<file path="src/rtl/div_pkg.sv">
// Shared types and constants for the sequential signed divider.
package div_pkg;

   localparam int WIDTH     = 32;
   localparam int DIV_ITERS = 32;
   localparam int CNT_W     = $clog2(DIV_ITERS) + 1;

   typedef enum logic [1:0] {
      IDLE = 2'd0,
      ITER = 2'd1,
      FIX  = 2'd2
   } state_e;

   function automatic logic [WIDTH-1:0] abs_val(input logic [WIDTH-1:0] v);
      return v[WIDTH-1] ? (~v + 1'b1) : v;
   endfunction

endpackage

</file>
<file path="src/rtl/div_step.sv">
// One restoring-division step: shift {rem, quo} left, trial-subtract |b|.
module div_step
   import div_pkg::*;
(
   input  logic [WIDTH-1:0] rem_i,
   input  logic [WIDTH-1:0] quo_i,
   input  logic [WIDTH-1:0] b_abs_i,
   output logic [WIDTH-1:0] rem_o,
   output logic [WIDTH-1:0] quo_o
);

   logic [WIDTH:0]   rem_sh;
   logic [WIDTH-1:0] trial;

   // rem_sh can reach 2*|b|-1, so the compare needs the extra bit; the
   // difference always fits WIDTH bits when it is kept.
   always_comb begin
      rem_sh = {rem_i, quo_i[WIDTH-1]};
      trial  = rem_sh[WIDTH-1:0] - b_abs_i;
      if (rem_sh >= {1'b0, b_abs_i}) begin
         rem_o = trial;
         quo_o = {quo_i[WIDTH-2:0], 1'b1};
      end else begin
         rem_o = rem_sh[WIDTH-1:0];
         quo_o = {quo_i[WIDTH-2:0], 1'b0};
      end
   end

endmodule

</file>
<file path="src/rtl/div_unit.sv">
// Sequential signed 32-bit divider (MIPS div semantics), 33 edges start-to-done.
// Optional divide-by-zero exception pulse: build with DIV_ZERO_EXCP_EN defined.
//
// state | meaning
// IDLE  | waiting for start; operands captured on start
// ITER  | one restoring step per cycle, DIV_ITERS cycles
// FIX   | apply signs, register hi/lo, pulse done
module div_unit
   import div_pkg::*;
(
   input  logic             clk,
   input  logic             reset,
   input  logic             start,
   input  logic [WIDTH-1:0] a,
   input  logic [WIDTH-1:0] b,
   output logic [WIDTH-1:0] hi,
   output logic [WIDTH-1:0] lo,
   output logic             busy,
   output logic             done,
   output logic             div_zero
);

`ifdef DIV_ZERO_EXCP_EN
   localparam bit ZeroTrapEn = 1'b1;
`else
   localparam bit ZeroTrapEn = 1'b0;
`endif

   state_e           state_q;
   logic [CNT_W-1:0] cnt_q;
   logic [WIDTH-1:0] rem_q, quo_q, b_abs_q;
   logic [WIDTH-1:0] rem_d, quo_d;
   logic [WIDTH-1:0] hi_q, lo_q;
   logic             sign_q_q, sign_r_q;
   logic             busy_q, done_q, div_zero_q;
   logic             zero_trap;

   assign zero_trap = ZeroTrapEn && (b == '0);

   div_step u_step (
      .rem_i   (rem_q),
      .quo_i   (quo_q),
      .b_abs_i (b_abs_q),
      .rem_o   (rem_d),
      .quo_o   (quo_d)
   );

   always_ff @(posedge clk or negedge reset) begin
      if (!reset) begin
         state_q    <= IDLE;
         cnt_q      <= '0;
         rem_q      <= '0;
         quo_q      <= '0;
         b_abs_q    <= '0;
         sign_q_q   <= 1'b0;
         sign_r_q   <= 1'b0;
         hi_q       <= '0;
         lo_q       <= '0;
         busy_q     <= 1'b0;
         done_q     <= 1'b0;
         div_zero_q <= 1'b0;
      end else begin
         done_q     <= 1'b0;
         div_zero_q <= 1'b0;
         case (state_q)
            IDLE: begin
               if (start && zero_trap) begin
                  div_zero_q <= 1'b1;
               end else if (start) begin
                  quo_q    <= abs_val(a);
                  b_abs_q  <= abs_val(b);
                  rem_q    <= '0;
                  sign_q_q <= a[WIDTH-1] ^ b[WIDTH-1];
                  sign_r_q <= a[WIDTH-1];
                  cnt_q    <= CNT_W'(DIV_ITERS);
                  busy_q   <= 1'b1;
                  state_q  <= ITER;
               end
            end
            ITER: begin
               rem_q <= rem_d;
               quo_q <= quo_d;
               cnt_q <= cnt_q - 1'b1;
               if (cnt_q == CNT_W'(1)) state_q <= FIX;
            end
            FIX: begin
               lo_q    <= sign_q_q ? (~quo_q + 1'b1) : quo_q;
               hi_q    <= sign_r_q ? (~rem_q + 1'b1) : rem_q;
               done_q  <= 1'b1;
               busy_q  <= 1'b0;
               state_q <= IDLE;
            end
            default: state_q <= IDLE;
         endcase
      end
   end

   assign hi       = hi_q;
   assign lo       = lo_q;
   assign busy     = busy_q;
   assign done     = done_q;
   assign div_zero = div_zero_q;

endmodule

</file>
<file path="config.mk">
export PLATFORM = sky130hd
export DESIGN_NAME = div_unit
export DESIGN_NICKNAME = d
export VERILOG_FILES = /design/src/rtl/div_pkg.sv /design/src/rtl/div_step.sv /design/src/rtl/div_unit.sv
export SDC_FILE = /design/constraint.sdc
export NUM_CORES = 1
export LEC_CHECK = 0
export CAP_MARGIN = 10
export CORE_ASPECT_RATIO = 1.1
export CORE_MARGIN = 1.5
export CORE_UTILIZATION = 50
export CTS_CLUSTER_DIAMETER = 150
export DETAILED_ROUTE_END_ITERATION = 10
export HOLD_SLACK_MARGIN = 0.06
export PLACE_DENSITY = 0.71
export SLEW_MARGIN = 20
export SYNTH_ARGS = -nofsm -noshare
export SYNTH_HDL_FRONTEND = slang
export SYNTH_SLANG_ARGS = --single-unit
export TNS_END_PERCENT = 20
</file>
<file path="constraint.sdc">
create_clock -name clk -period 5.4 [get_ports clk]
set_input_delay 0.81 -clock clk [delete_from_list [all_inputs] [get_ports clk]]
set_output_delay 0.81 -clock clk [all_outputs]
set_load 0.02 [all_outputs]
</file>
Word-level counts from Yosys, hierarchy flattened --
Cells that the tools add are included.
Storage, ports and cells: input port bits 67, output and inout bits 67, bits in registers 172
Operators by class: magnitude comparators 1, muxes and demuxes 18, reduce and logical (&&, ||, !) cells 7, $add $sub $neg 6, eq/ne operators 5, bitwise gates (word level) 5
Operators by type and width (number):
- $mux W32 | 7
- $add A32 B1 Y32 const B | 4
- $not A32 Y32 | 4
- $pmux W32 S2 | 2
- $ge A33 B32 Y1 | 1
- $sub A32 B32 Y32 | 1
- $pmux W6 S2 | 1
- $reduce_and A2 Y1 | 4
- $eq A6 B1 Y1 const B | 1
- $mux W6 | 1
- $sub A6 B1 Y6 const B | 1
- $mux W2 | 2
- $ne A2 B2 Y1 const B | 2
- $pmux W2 S2 | 1
- $reduce_bool A2 Y1 | 2
- $mux W1 | 3
- $eq A2 B1 Y1 const B | 1
- $eq A2 B2 Y1 const B | 1
- $logic_not A2 Y1 | 1
- $pmux W1 S2 | 1
- $xor A1 B1 Y1 | 1

Logic depth before layout (Yosys ltp) --
Gate-level depths: netlist of run 1.
depth in word-level cells 5, gate-level depth with buffers 13

Modules after synthesis --
A second synthesis of run 1 with hierarchy kept.
Unflattened totals: cell total of the unflattened synthesis 1395, area total of the unflattened synthesis 11932.7 um2
Modules (own cells, without submodules):
- div_unit | instances 1, sequential area each 4304.1 um2, area an instance 9390.3 um2, cells each 1038
- div_step | instances 1, sequential area each 0.0 um2, area an instance 2542.4 um2, cells each 357

Worst setup path before layout of run 1 --
No wires, ideal clock.
path type input to register, start point in b[8], end point reg b_abs_q[26], required time 5.272 ns, data arrival time 3.403 ns, cell stages on the path 9, path buffers 0, setup slack 1.869 ns, cells stage by stage or4_4 -> or3_1 -> or2_1 -> or3_4 -> or3_4 -> or4_4 -> o31ai_4 -> xor2_1 -> o21ai_1
Between the ends: word-level cells in the longest chain between the ends 3
RTL lines:
- start: declaration | RTL line div_unit.sv:15 | input logic [WIDTH-1:0] b,
- $not A32 Y32 | RTL line div_pkg.sv:15 | return v[WIDTH-1] ? (~v + 1'b1) : v;
- $add A32 B1 Y32 | RTL line div_pkg.sv:15
- $mux W32 | RTL line div_pkg.sv:15
- end signal: assignment | RTL line div_unit.sv:71 | b_abs_q <= abs_val(b);
- end: declaration | RTL line div_unit.sv:31 | logic [WIDTH-1:0] rem_q, quo_q, b_abs_q;
No other way between the ends. A chain may end at the register's enable or synchronous reset.

Worst setup path in the final report of run 1 --
start point reg rem_q[2], end point reg rem_q[21]
Between the ends: word-level cells in the longest chain between the ends 3, elaborated cells between the ends (all ways) 4, classes of those cells add/sub: 1; order compare: 1; mux: 2
RTL lines:
- start: declaration | RTL line div_unit.sv:31
- start signal: assignment | RTL line div_unit.sv:81 | rem_q <= rem_d;
- $sub A32 B32 Y32 or $ge A33 B32 Y1 (tied branches) | RTL line div_step.sv:19, div_step.sv:20
- $mux W32 (*) | RTL line div_step.sv:20 | if (rem_sh >= {1'b0, b_abs_i}) begin
- $pmux W32 S2 (*) | RTL line div_unit.sv:65 | case (state_q)
Every way passes the cells marked *; elsewhere a longest branch is shown, timed or not.

==> summary.txt, run 1 <==
Status
  • Outcome: complete, no violations

Setup path
  • Crit path capture type: flop
  • CP Max Fanout: 14
  • Cell count of the worst reg-to-reg path: 10
  • Arrival @ worst endpoint: 4.09 ns
  • CP Class: reg2reg
  • Critical Path RT: 5.74 ns
  • Worst Setup Start Kind: flop

Floorplanning
  • Core area: 21,400 um2
  • I/O pins: 134
  • Die H: 158 um
  • Initial Util: 0.511
  • Die area: 22,700 um2
  • Row cnt: 56
  • Chip Width: 144 um

Placement
  • Placed wire-length estimate: 19,200 um
  • Post-placement cell count: 1,609
  • Worst slack, placed: 1.24 ns
  • Number of buffers added on ports: 132
  • Final GP Congestion: 0.914

Global route
  • Grt met2 use: 0.368
  • Gr usage total: 0.239
  • GR Util met1: 0.344
  • Vias in the first global route: 8,494
  • Initial antenna violation count: 0
  • Met3 Use GR: 0.0324
  • First-pass GRT wire length: 42,800 um
  • Gr ovfl total: 0
  • Layer with the highest usage: met2
  • Largest net degree at the start of global routing: 120

Timing
  • PnR worst setup slack: 1.66 ns
  • Max_slew headroom: 0.327
  • Max-slew violations: 0
  • Minimum clock period: 3.74 ns
  • Final Hold Violating Endpoints: 0
  • Max Clock Skew: 0.00829 ns
  • FMAX: 0.267 GHz
  • Final setup fails: 0
  • Worst-margin pin slew: 1.01 ns
  • TNS Setup: 0 ns
  • Final period utilization: 0.693
  • RSZ-0062 raised after global routing: no

Layout
  • Layout area overhead: 19.2%
  • Finished Core Util: 0.609
  • Share of layout cells above drive strength 1: 0.0504
  • Reg area: 4300 um2
  • Antenna Cells: 0
  • Non-Filler Instances: 1,640
  • Commonest non-fill, non-tap cell in the layout: o21ai_0
  • Area occupied by multi-input gates: 6180 um2
  • # fillers: 1,922
  • Commonest non-fill, non-tap cells in the layout: o21ai_0 (203), dfrtp_1 (172), nand2_1 (163), clkdlybuf4s50_1 (129), xor2_1 (113)
  • # nets final: 1,444

Clock tree
  • Clk buf depth: 2
  • Clk slew on worst S/H paths: 0.07 ns
  • Clock Root Buffer: clkbuf_16
  • TritonCTS Buffers: 17
  • Clk_lat worst skew: 0.43 ns
  • Clock sink total: 172
  • Cts repair resizes: 0
  • # Post-CTS Setup Buffers: 0
  • CTS tree: yes
  • Hold Buf Count CTS: 0
  • H-tree depth: 4

Yosys
  • Register bit total from synthesis: 172
  • EDFF count, synth: 0
  • Post-synthesis instance area: 10,900 um2
  • Synthesis Warnings: 0
  • Post-synth top flop: dfrtp_1
  • Count of different cell masters after synthesis: 63
  • Area share of the leading cell type in the synthesized netlist: 0.394
  • Syn Area/Cell: 8.77 um2
  • Post-Synthesis Cells: 1,246
  • Sequential-to-total area share from yosys stat: 0.394
  • Area leader, netlist: dfrtp_1
  • Asr flop ratio synth: 1.00
  • Syn_nets: 1,352
  • Synth area leaders: dfrtp_1 (39%), o21ai_0 (9.3%), xor2_1 (9.1%)

Pwr
  • Static Leak: 5.67 nW
  • P per Cell Area: 685 nW/um2
  • Worst vdd ir: 0.000324 V

Route
  • Vias per inst: 5.62
  • Post-route ant nets: 0
  • Drt total wl: 26,200 um
  • DR pass1 iterations: 6
  • Routed vias: 9,220
  • Wire per inst: 16.0 um
  • Initial DRC count: 521
  • Drt drc: 0

Run
  • Max Cap Violations: 0

Hold path
  • Worst Hold Depth: 1
  • Hold crit path type: reg2reg
## cells in the mapped netlist (18+ instances only)
library cell and number:
xnor2_1 35, a21oi_1 37, nand3_1 42, xor2_1 113
nand2_1 164, o21ai_0 203, clkbuf_1 55, mux2i_1 31
or3_1 21, a21o_1 18, o31ai_1 33, ha_1 38
inv_1 52, nor2_1 31, dfrtp_1 172, a22oi_1 30
## final timing paths
| path | start | end | slack [ns] |
|---|---|---|---|
| min reg2reg | cnt_q[5] | cnt_q[5] | 0.47 |
| min in group asynchronous | reset | quo_q[8] | 0.48 |
| min | cnt_q[5] | cnt_q[5] | 0.47 |
| max in group asynchronous | reset | b_abs_q[26] | 3.76 |
| max | rem_q[2] | rem_q[21] | 1.66 |
| max reg2reg | rem_q[2] | rem_q[21] | 1.66 |
## per-stage QoR
step                      cell area, um2  hold WS (ns)  total power, mW
after floorplan                    10900         0.446             6.20
after global placement             12400         0.461             7.56
after detailed placement           12400         0.465             7.68
after CTS                          13000         0.475             8.93
after global routing               13000         0.495             9.68
final                              13000         0.472             8.92
## area by class of cell
class / count / area share
multi-input combinational: 955 / 0.475
sequential: 172 / 0.331
timing repair buffer: 140 / 0.106
clock buffer: 19 / 0.0348
tap: 290 / 0.0279
inverter: 52 / 0.0150
clock inverter: 12 / 0.0105
## per-layer routing
layer / share of wire / routed length, um
met5: 0 / 0
met4: 0.022 / 576
met3: 0.043 / 1120
met2: 0.45 / 11800
met1: 0.48 / 12600
## cells by family (layout without fill, tap and decap cells)
logic type / Yosys count / count (layout) / synth area share
buffers and inverters: 119 / 223 / 0.0434
adders and majority gates: 39 / 39 / 0.0454
AOI/OAI and AO/OA: 374 / 374 / 0.206
xor gates and xnor gates: 148 / 148 / 0.119
and+or+nand+nor: 360 / 360 / 0.162
DFF: 172 / 172 / 0.394
other: 1 / 1 / 0.000343
muxes: 33 / 33 / 0.0305
## flip-flops by register name (all words and copies together), names as in the netlist
name      count
b_abs_q      32
busy          1
cnt_q         6
done          1
hi           32
lo           32
quo_q        32
rem_q        32
sign_q_q      1
sign_r_q      1
state_q       2
## report_power, final
group / total, mW / leakage, nW / switching [mW] / internal [mW]
registers: 2.58 / 2.17 / 0.673 / 1.91
logic: 5.10 / 3.22 / 2.79 / 2.31
clock network: 1.24 / 0.276 / 0.530 / 0.708
total: 8.92 / 5.67 / 4.00 / 4.93
## worst max-delay path: stages, from the launching register on
cell	delay, ns
dfrtp_1	0.47
ha_1	0.41
nand3_1	0.11
o21ai_0	0.58
a211o_1	0.32
o21ai_0	0.28
nand4_1	0.19
a21boi_4	0.45
buf_4	0.35
mux2_2	0.36
o21ai_0	0.13
(Power assumes the default switching activity.)
==> run 2, diff against run 1 <==
--- a/config.mk
+++ b/config.mk
@@ -12,7 +12,7 @@
 export CTS_CLUSTER_DIAMETER = 150
 export DETAILED_ROUTE_END_ITERATION = 10
 export HOLD_SLACK_MARGIN = 0.06
-export PLACE_DENSITY = 0.71
+export PLACE_DENSITY = 0.74
 export SLEW_MARGIN = 20
 export SYNTH_ARGS = -nofsm -noshare
 export SYNTH_HDL_FRONTEND = slang
==> constraint.sdc (replaced) <==
create_clock -name clk -period 3.21 [get_ports clk]
set_input_delay 0.4815 -clock clk [delete_from_list [all_inputs] [get_ports clk]]
set_output_delay 0.4815 -clock clk [all_outputs]
set_load 0.02 [all_outputs]
==> run 2 against run 1 <==
Net effect: clock skew up 0.0059 ns; hold slack worse by 0.37 ns; wire length up 5.7%; non-clock buffer count up 100; worst setup slack worse by 1.6 ns; highest routed layer unchanged; global-route usage up 1.4 points; clock power up 72%; largest power group unchanged; sequential share of layout area down 2.1 points; critical endpoint is now b_abs_q[29]; total power up 81%.
==> summary.txt, run 2 (synthesis results as in run 1) <==
Setup path
  • R2R Setup Slk: 0.18 ns
  • Crit path capture type: flop
  • R2r startpoint: b_abs_q[0]
  • R2R Path End: rem_q[28]
  • Crit-path max cell delay: 0.53 ns
  • Cell count of the worst reg-to-reg path: 13
  • Arrival @ worst endpoint: 3.44 ns
  • CP Max Fanout: 4
  • Highest-delay cell along the critical path: or4_4
  • Worst Setup Start Kind: primary input
  • Critical path's top delay family: simple AND/OR/NAND/NOR gates
  • Cell Chain, Critical Path: dlymetal6s2s_1, or4_4, or3_4, or3_4, or2_1, or3_4, or3_4, o41ai_4, xor2_1, o21ai_1
  • Worst path bufs/invs: 1
  • Cell seen most often among critical-path stages: or3_4
  • Critical Path RT: 3.54 ns
  • CP Class: in2reg

Timing
  • RSZ-0062 raised after global routing: yes
  • Final Hold Violating Endpoints: 0
  • Final period utilization: 0.969
  • Worst-margin pin slew: 0.972 ns
  • Minimum clock period: 3.11 ns
  • Max-slew violations: 0
  • FMAX: 0.321 GHz
  • Max_slew headroom: 0.350
  • Max Clock Skew: 0.0142 ns
  • Final setup fails: 0

Layout
  • Share of layout cells above drive strength 1: 0.123
  • Commonest non-fill, non-tap cells in the layout: o21ai_0 (203), dfrtp_1 (172), nand2_1 (163), clkdlybuf4s50_1 (123), xor2_1 (113)
  • Antenna Cells: 0
  • Layout area overhead: 27.4%
  • Commonest non-fill, non-tap cell in the layout: o21ai_0
  • Non-Filler Instances: 1,741
  • # fillers: 1,771
  • # nets final: 1,544
  • Fin area: 13,900 um2

Route
  • Initial DRC count: 601
  • DR pass1 iterations: 5
  • Drt drc: 0
  • Drt total wl: 27,700 um
  • Post-route ant nets: 0
  • Routed vias: 9,682
  • Vias per inst: 5.56
  • Wire per inst: 15.9 um

Floorplanning
  • Chip Width: 144 um
  • Die area: 22,700 um2
  • Core area: 21,400 um2
  • Initial Util: 0.511
  • Row cnt: 56
  • Die H: 158 um
  • I/O pins: 134

Global route
  • Gr usage total: 0.253
  • Initial antenna violation count: 0
  • GR Util met1: 0.348
  • Met3 Use GR: 0.0354
  • Largest net degree at the start of global routing: 84
  • Layer with the highest usage: met2
  • Grt met2 use: 0.410
  • Vias in the first global route: 9,275
  • Gr ovfl total: 0
  • First-pass GRT wire length: 45,800 um

Clock tree
  • TritonCTS Buffers: 17
  • Clk_lat worst skew: 0.44 ns
  • Clock sink total: 172
  • CTS tree: yes
  • Hold Buf Count CTS: 0
  • H-tree depth: 4
  • Clk slew on worst S/H paths: 0.08 ns
  • Clk buf depth: 2
  • Clock Root Buffer: clkbuf_16

Pwr
  • Clock share of power: 0.132
  • P per Cell Area: 1160 nW/um2
  • Sequential power share: 0.259
  • Internal: 9.01 mW
  • Switching pwr: 7.10 mW
  • Share of total power in combinational logic: 0.609
  • Switching share of power: 0.441
  • Worst vdd ir: 0.000570 V
  • Static Leak: 6.25 nW

Placement
  • Placed wire-length estimate: 20,800 um
  • Final GP Congestion: 0.900
  • Number of buffers added on ports: 132
  • Post-placement cell count: 1,708
  • DP Area: 13,200 um2

Run
  • Max Cap Violations: 0

Hold path
  • Hold crit path type: in2async

Status
  • Outcome: complete, no violations
run 2: changes by cell type in the layout (fill, tap and decap cells not counted), sizes merged:
cell,previous run,this run
dlymetal6s2s,0,6
inv,55,58
buf,11,109
clkdlybuf4s50,129,123
clkinvlp,5,2
clkinv,2,5
run 2: how the worst max path moves through the flow:
stage          startpoint     endpoint  cells after the start
3_3_place_gp         b[1]  b_abs_q[25]                     10
6_report             b[6]  b_abs_q[29]                     10
5_1_grt         quo_q[31]    rem_q[28]                     14
2_1_floorplan        b[8]  b_abs_q[26]                      9
4_1_cts              b[8]  b_abs_q[28]                     10
3_5_place_dp         b[8]  b_abs_q[25]                     10
run 2: worst register-to-register path, stage by stage, from the launching register on:
cell and delay (ns):
dfrtp_1 0.41, ha_1 0.16, inv_1 0.05, fa_1 0.40, a21o_1 0.20, a221oi_1 0.30
buf_4 0.19, o21a_1 0.13, o21ba_2 0.15, o21ai_0 0.15, a221oi_2 0.36, xnor2_1 0.17
mux2i_1 0.10, o21ai_0 0.17
run 2: metal layers:
metal | part of all wire | routed length (um) | vias up
met5 | 0 | 0 | -
met4 | 0.023 | 643 | 0
met3 | 0.043 | 1190 | 50
met2 | 0.47 | 12900 | 250
met1 | 0.47 | 12900 | 4571
li1 | - | - | 4811
run 2: final cells by class:
cell class	count	area (um2)	area share
multi-input cells	955	6230	0.448
flip-flops and latches	172	4300	0.309
repair buffers	240	2210	0.159
clock buffers	17	425	0.0306
well taps	290	363	0.0261
inverters	52	195	0.0140
clock inverters	15	185	0.0133
run 2: what timing repair did:
action	4_1_cts	5_1_grt
resized for setup	2	18
endpoints found under the setup margin	4	14
setup buffers	0	1
pin swaps	0	11
run 2: power groups by stage:
stage,clock network (mW),registers (mW),logic [mW]
after floorplan,0,4.39,6.04
after global routing,2.24,4.30,10.9
after CTS,2.16,4.14,9.79
after detailed placement,0,4.18,9.73
final,2.13,4.17,9.82
after global placement,0,4.13,9.54
run 2: through the flow:
| step | worst slack, ns | utilization | power (mW) | setup TNS [ns] | hold slack [ns] |
|---|---|---|---|---|---|
| finish | 0.0986 | 0.651 | 16.1 | 0 | 0.101 |
| global route | -0.0147 | 0.651 | 17.5 | -0.0201 | 0.161 |
| CTS | -0.0237 | 0.649 | 16.1 | -0.0596 | 0.126 |
| detailed placement | -0.485 | 0.619 | 13.9 | -5.22 | 0.468 |
| global placement | -0.443 | 0.619 | 13.7 | -4.11 | 0.463 |
| floorplan | 0.00753 | - | 10.4 | 0 | 0.186 |
==> run 3, diff against run 2 <==
==> constraint.sdc (replaced) <==
create_clock -name clk -period 2.67 [get_ports clk]
set_input_delay 0.4005 -clock clk [delete_from_list [all_inputs] [get_ports clk]]
set_output_delay 0.4005 -clock clk [all_outputs]
set_load 0.02 [all_outputs]
==> run 3 against run 2 <==
Net effect: the run now ends with setup timing left; hold slack gained 0.25 ns; critical path depth grew 1; die area did not move; clock skew decreased by 0.0023 ns; register-to-register slack got worse by 0.44 ns; largest cell class unchanged; largest power group unchanged; highest routed layer unchanged.
==> summary.txt, run 3 (synthesis results as in run 1) <==
Setup path
  • R2R Path End: rem_q[2]
  • Crit path capture type: flop
  • Arrival @ worst endpoint: 3.28 ns
  • R2r startpoint: rem_q[7]
  • CP Class: in2reg
  • R2R Setup Slk: -0.26 ns
  • CP Max Fanout: 4
  • Cell count of the worst reg-to-reg path: 13
  • Critical Path RT: 2.98 ns
  • Worst Setup Start Kind: primary input

Hold path
  • Hold Path Sink: b_abs_q[2]
  • Worst Hold Depth: 4
  • Worst Hold Launch: b[2]
  • Hold crit path type: in2reg

Timing
  • Max_slew headroom: 0.164
  • Final period utilization: 1.12
  • PnR worst setup slack: -0.308 ns
  • TNS Setup: -9.19 ns
  • Final setup fails: 52
  • FMAX: 0.336 GHz
  • Worst-margin pin slew: 1.25 ns
  • Max-slew violations: 0
  • Final Hold Violating Endpoints: 0
  • Minimum clock period: 2.98 ns
  • Max Clock Skew: 0.0119 ns
  • RSZ-0062 raised after global routing: yes
  • Hold WS: 0.353 ns

Route
  • Wire per inst: 16.7 um
  • Max layer used: met4
  • DR pass1 iterations: 5
  • Initial DRC count: 809
  • Drt total wl: 31,100 um
  • Routed vias: 10,500
  • WL met2: 15,500 um
  • Post-route ant nets: 0
  • Total length of routed met3 wires: 1450 um
  • Drt drc: 0
  • Vias per inst: 5.63
  • Met1 WL: 13,700 um

Clock tree
  • Clk slew on worst S/H paths: 0.07 ns
  • Clk_lat worst skew: 0.43 ns
  • Clk buf depth: 2
  • CTS tree: yes
  • H-tree depth: 4
  • Clock sink total: 172
  • TritonCTS Buffers: 17
  • Clock Root Buffer: clkbuf_16

Layout
  • Antenna Cells: 0
  • Fin area: 15,200 um2
  • Layout area overhead: 39.6%
  • Finished Core Util: 0.714
  • Share of layout cells above drive strength 1: 0.224
  • # nets final: 1,667
  • Commonest non-fill, non-tap cells in the layout: buf_4 (212), dfrtp_1 (172), o21ai_0 (167), nand2_1 (161), clkdlybuf4s50_1 (123)
  • # fillers: 1,601
  • Non-Filler Instances: 1,861
  • Commonest non-fill, non-tap cell in the layout: buf_4

Status
  • Failing checks: setup timing
  • Outcome: finished, violations left

Global route
  • Gr ovfl total: 0
  • Largest net degree at the start of global routing: 77
  • First-pass GRT wire length: 50,100 um
  • Vias in the first global route: 10,200
  • Initial antenna violation count: 0
  • Gr usage total: 0.279

Floorplanning
  • Core area: 21,400 um2
  • Die H: 158 um
  • Row cnt: 56
  • Chip Width: 144 um
  • I/O pins: 134
  • Initial Util: 0.511
  • Die area: 22,700 um2

Placement
  • Final GP Congestion: 0.944
  • Post-placement cell count: 1,809
  • Number of buffers added on ports: 132
  • Placed wire-length estimate: 22,500 um
  • DP Area: 14,000 um2
  • Worst slack, placed: -1.01 ns

Pwr
  • Static Leak: 6.90 nW
  • Worst vdd ir: 0.000616 V
  • P per Cell Area: 1440 nW/um2
  • Total power: 21.9 mW

Run
  • Max Cap Violations: 0
## run 3: what timing repair did
item                       in CTS  in global routing
pin swaps                      24                 27
hold buffers                    1                  0
gates cloned                    1                  0
setup endpoints to repair      65                 73
hold endpoints to repair       48                  0
setup buffers                  15                  7
resized for setup              86                 66
## run 3: layer usage
layer	GRT usage	up-vias
met5	0	-
met4	0.0850	0
met2	0.480	298
li1	-	5071
met1	0.365	5071
met3	0.0375	36
## run 3: how the worst max path moves through the flow
stage	to	startpoint	cells after the start	slack (ns)
3_3_place_gp	b_abs_q[26]	b[8]	10	-0.90
5_1_grt	b_abs_q[25]	b[8]	11	-0.40
2_1_floorplan	b_abs_q[26]	b[8]	9	-0.45
6_report	b_abs_q[27]	b[8]	11	-0.31
4_1_cts	b_abs_q[29]	b[0]	10	-0.41
3_5_place_dp	b_abs_q[29]	b[1]	10	-1.01
## run 3: where the power goes
| group | internal, mW | switching, mW | total, mW |
|---|---|---|---|
| logic | 7.21 | 7.18 | 14.4 |
| clock network | 1.55 | 1.06 | 2.62 |
| registers | 3.86 | 1.05 | 4.91 |
## run 3: final cells by class
| type | instances | area, um2 | area share |
|---|---|---|---|
| sequential | 172 | 4300 | 0.282 |
| inverter | 52 | 195 | 0.0128 |
| timing repair buffer | 363 | 3210 | 0.210 |
| clock inverter | 10 | 168 | 0.0110 |
| multi-input combinational | 955 | 6580 | 0.432 |
| tap | 290 | 363 | 0.0238 |
| clock buffer | 19 | 433 | 0.0284 |
## run 3: critical path, cell delays in order
cell and delay (ns):
buf_6 0.09, or4_4 0.54, or3_4 0.34, or3_4 0.37, or2_1 0.24, or3_4 0.34
or3_4 0.38, buf_6 0.14, o31ai_4 0.17, xor2_1 0.19, o21ai_1 0.09
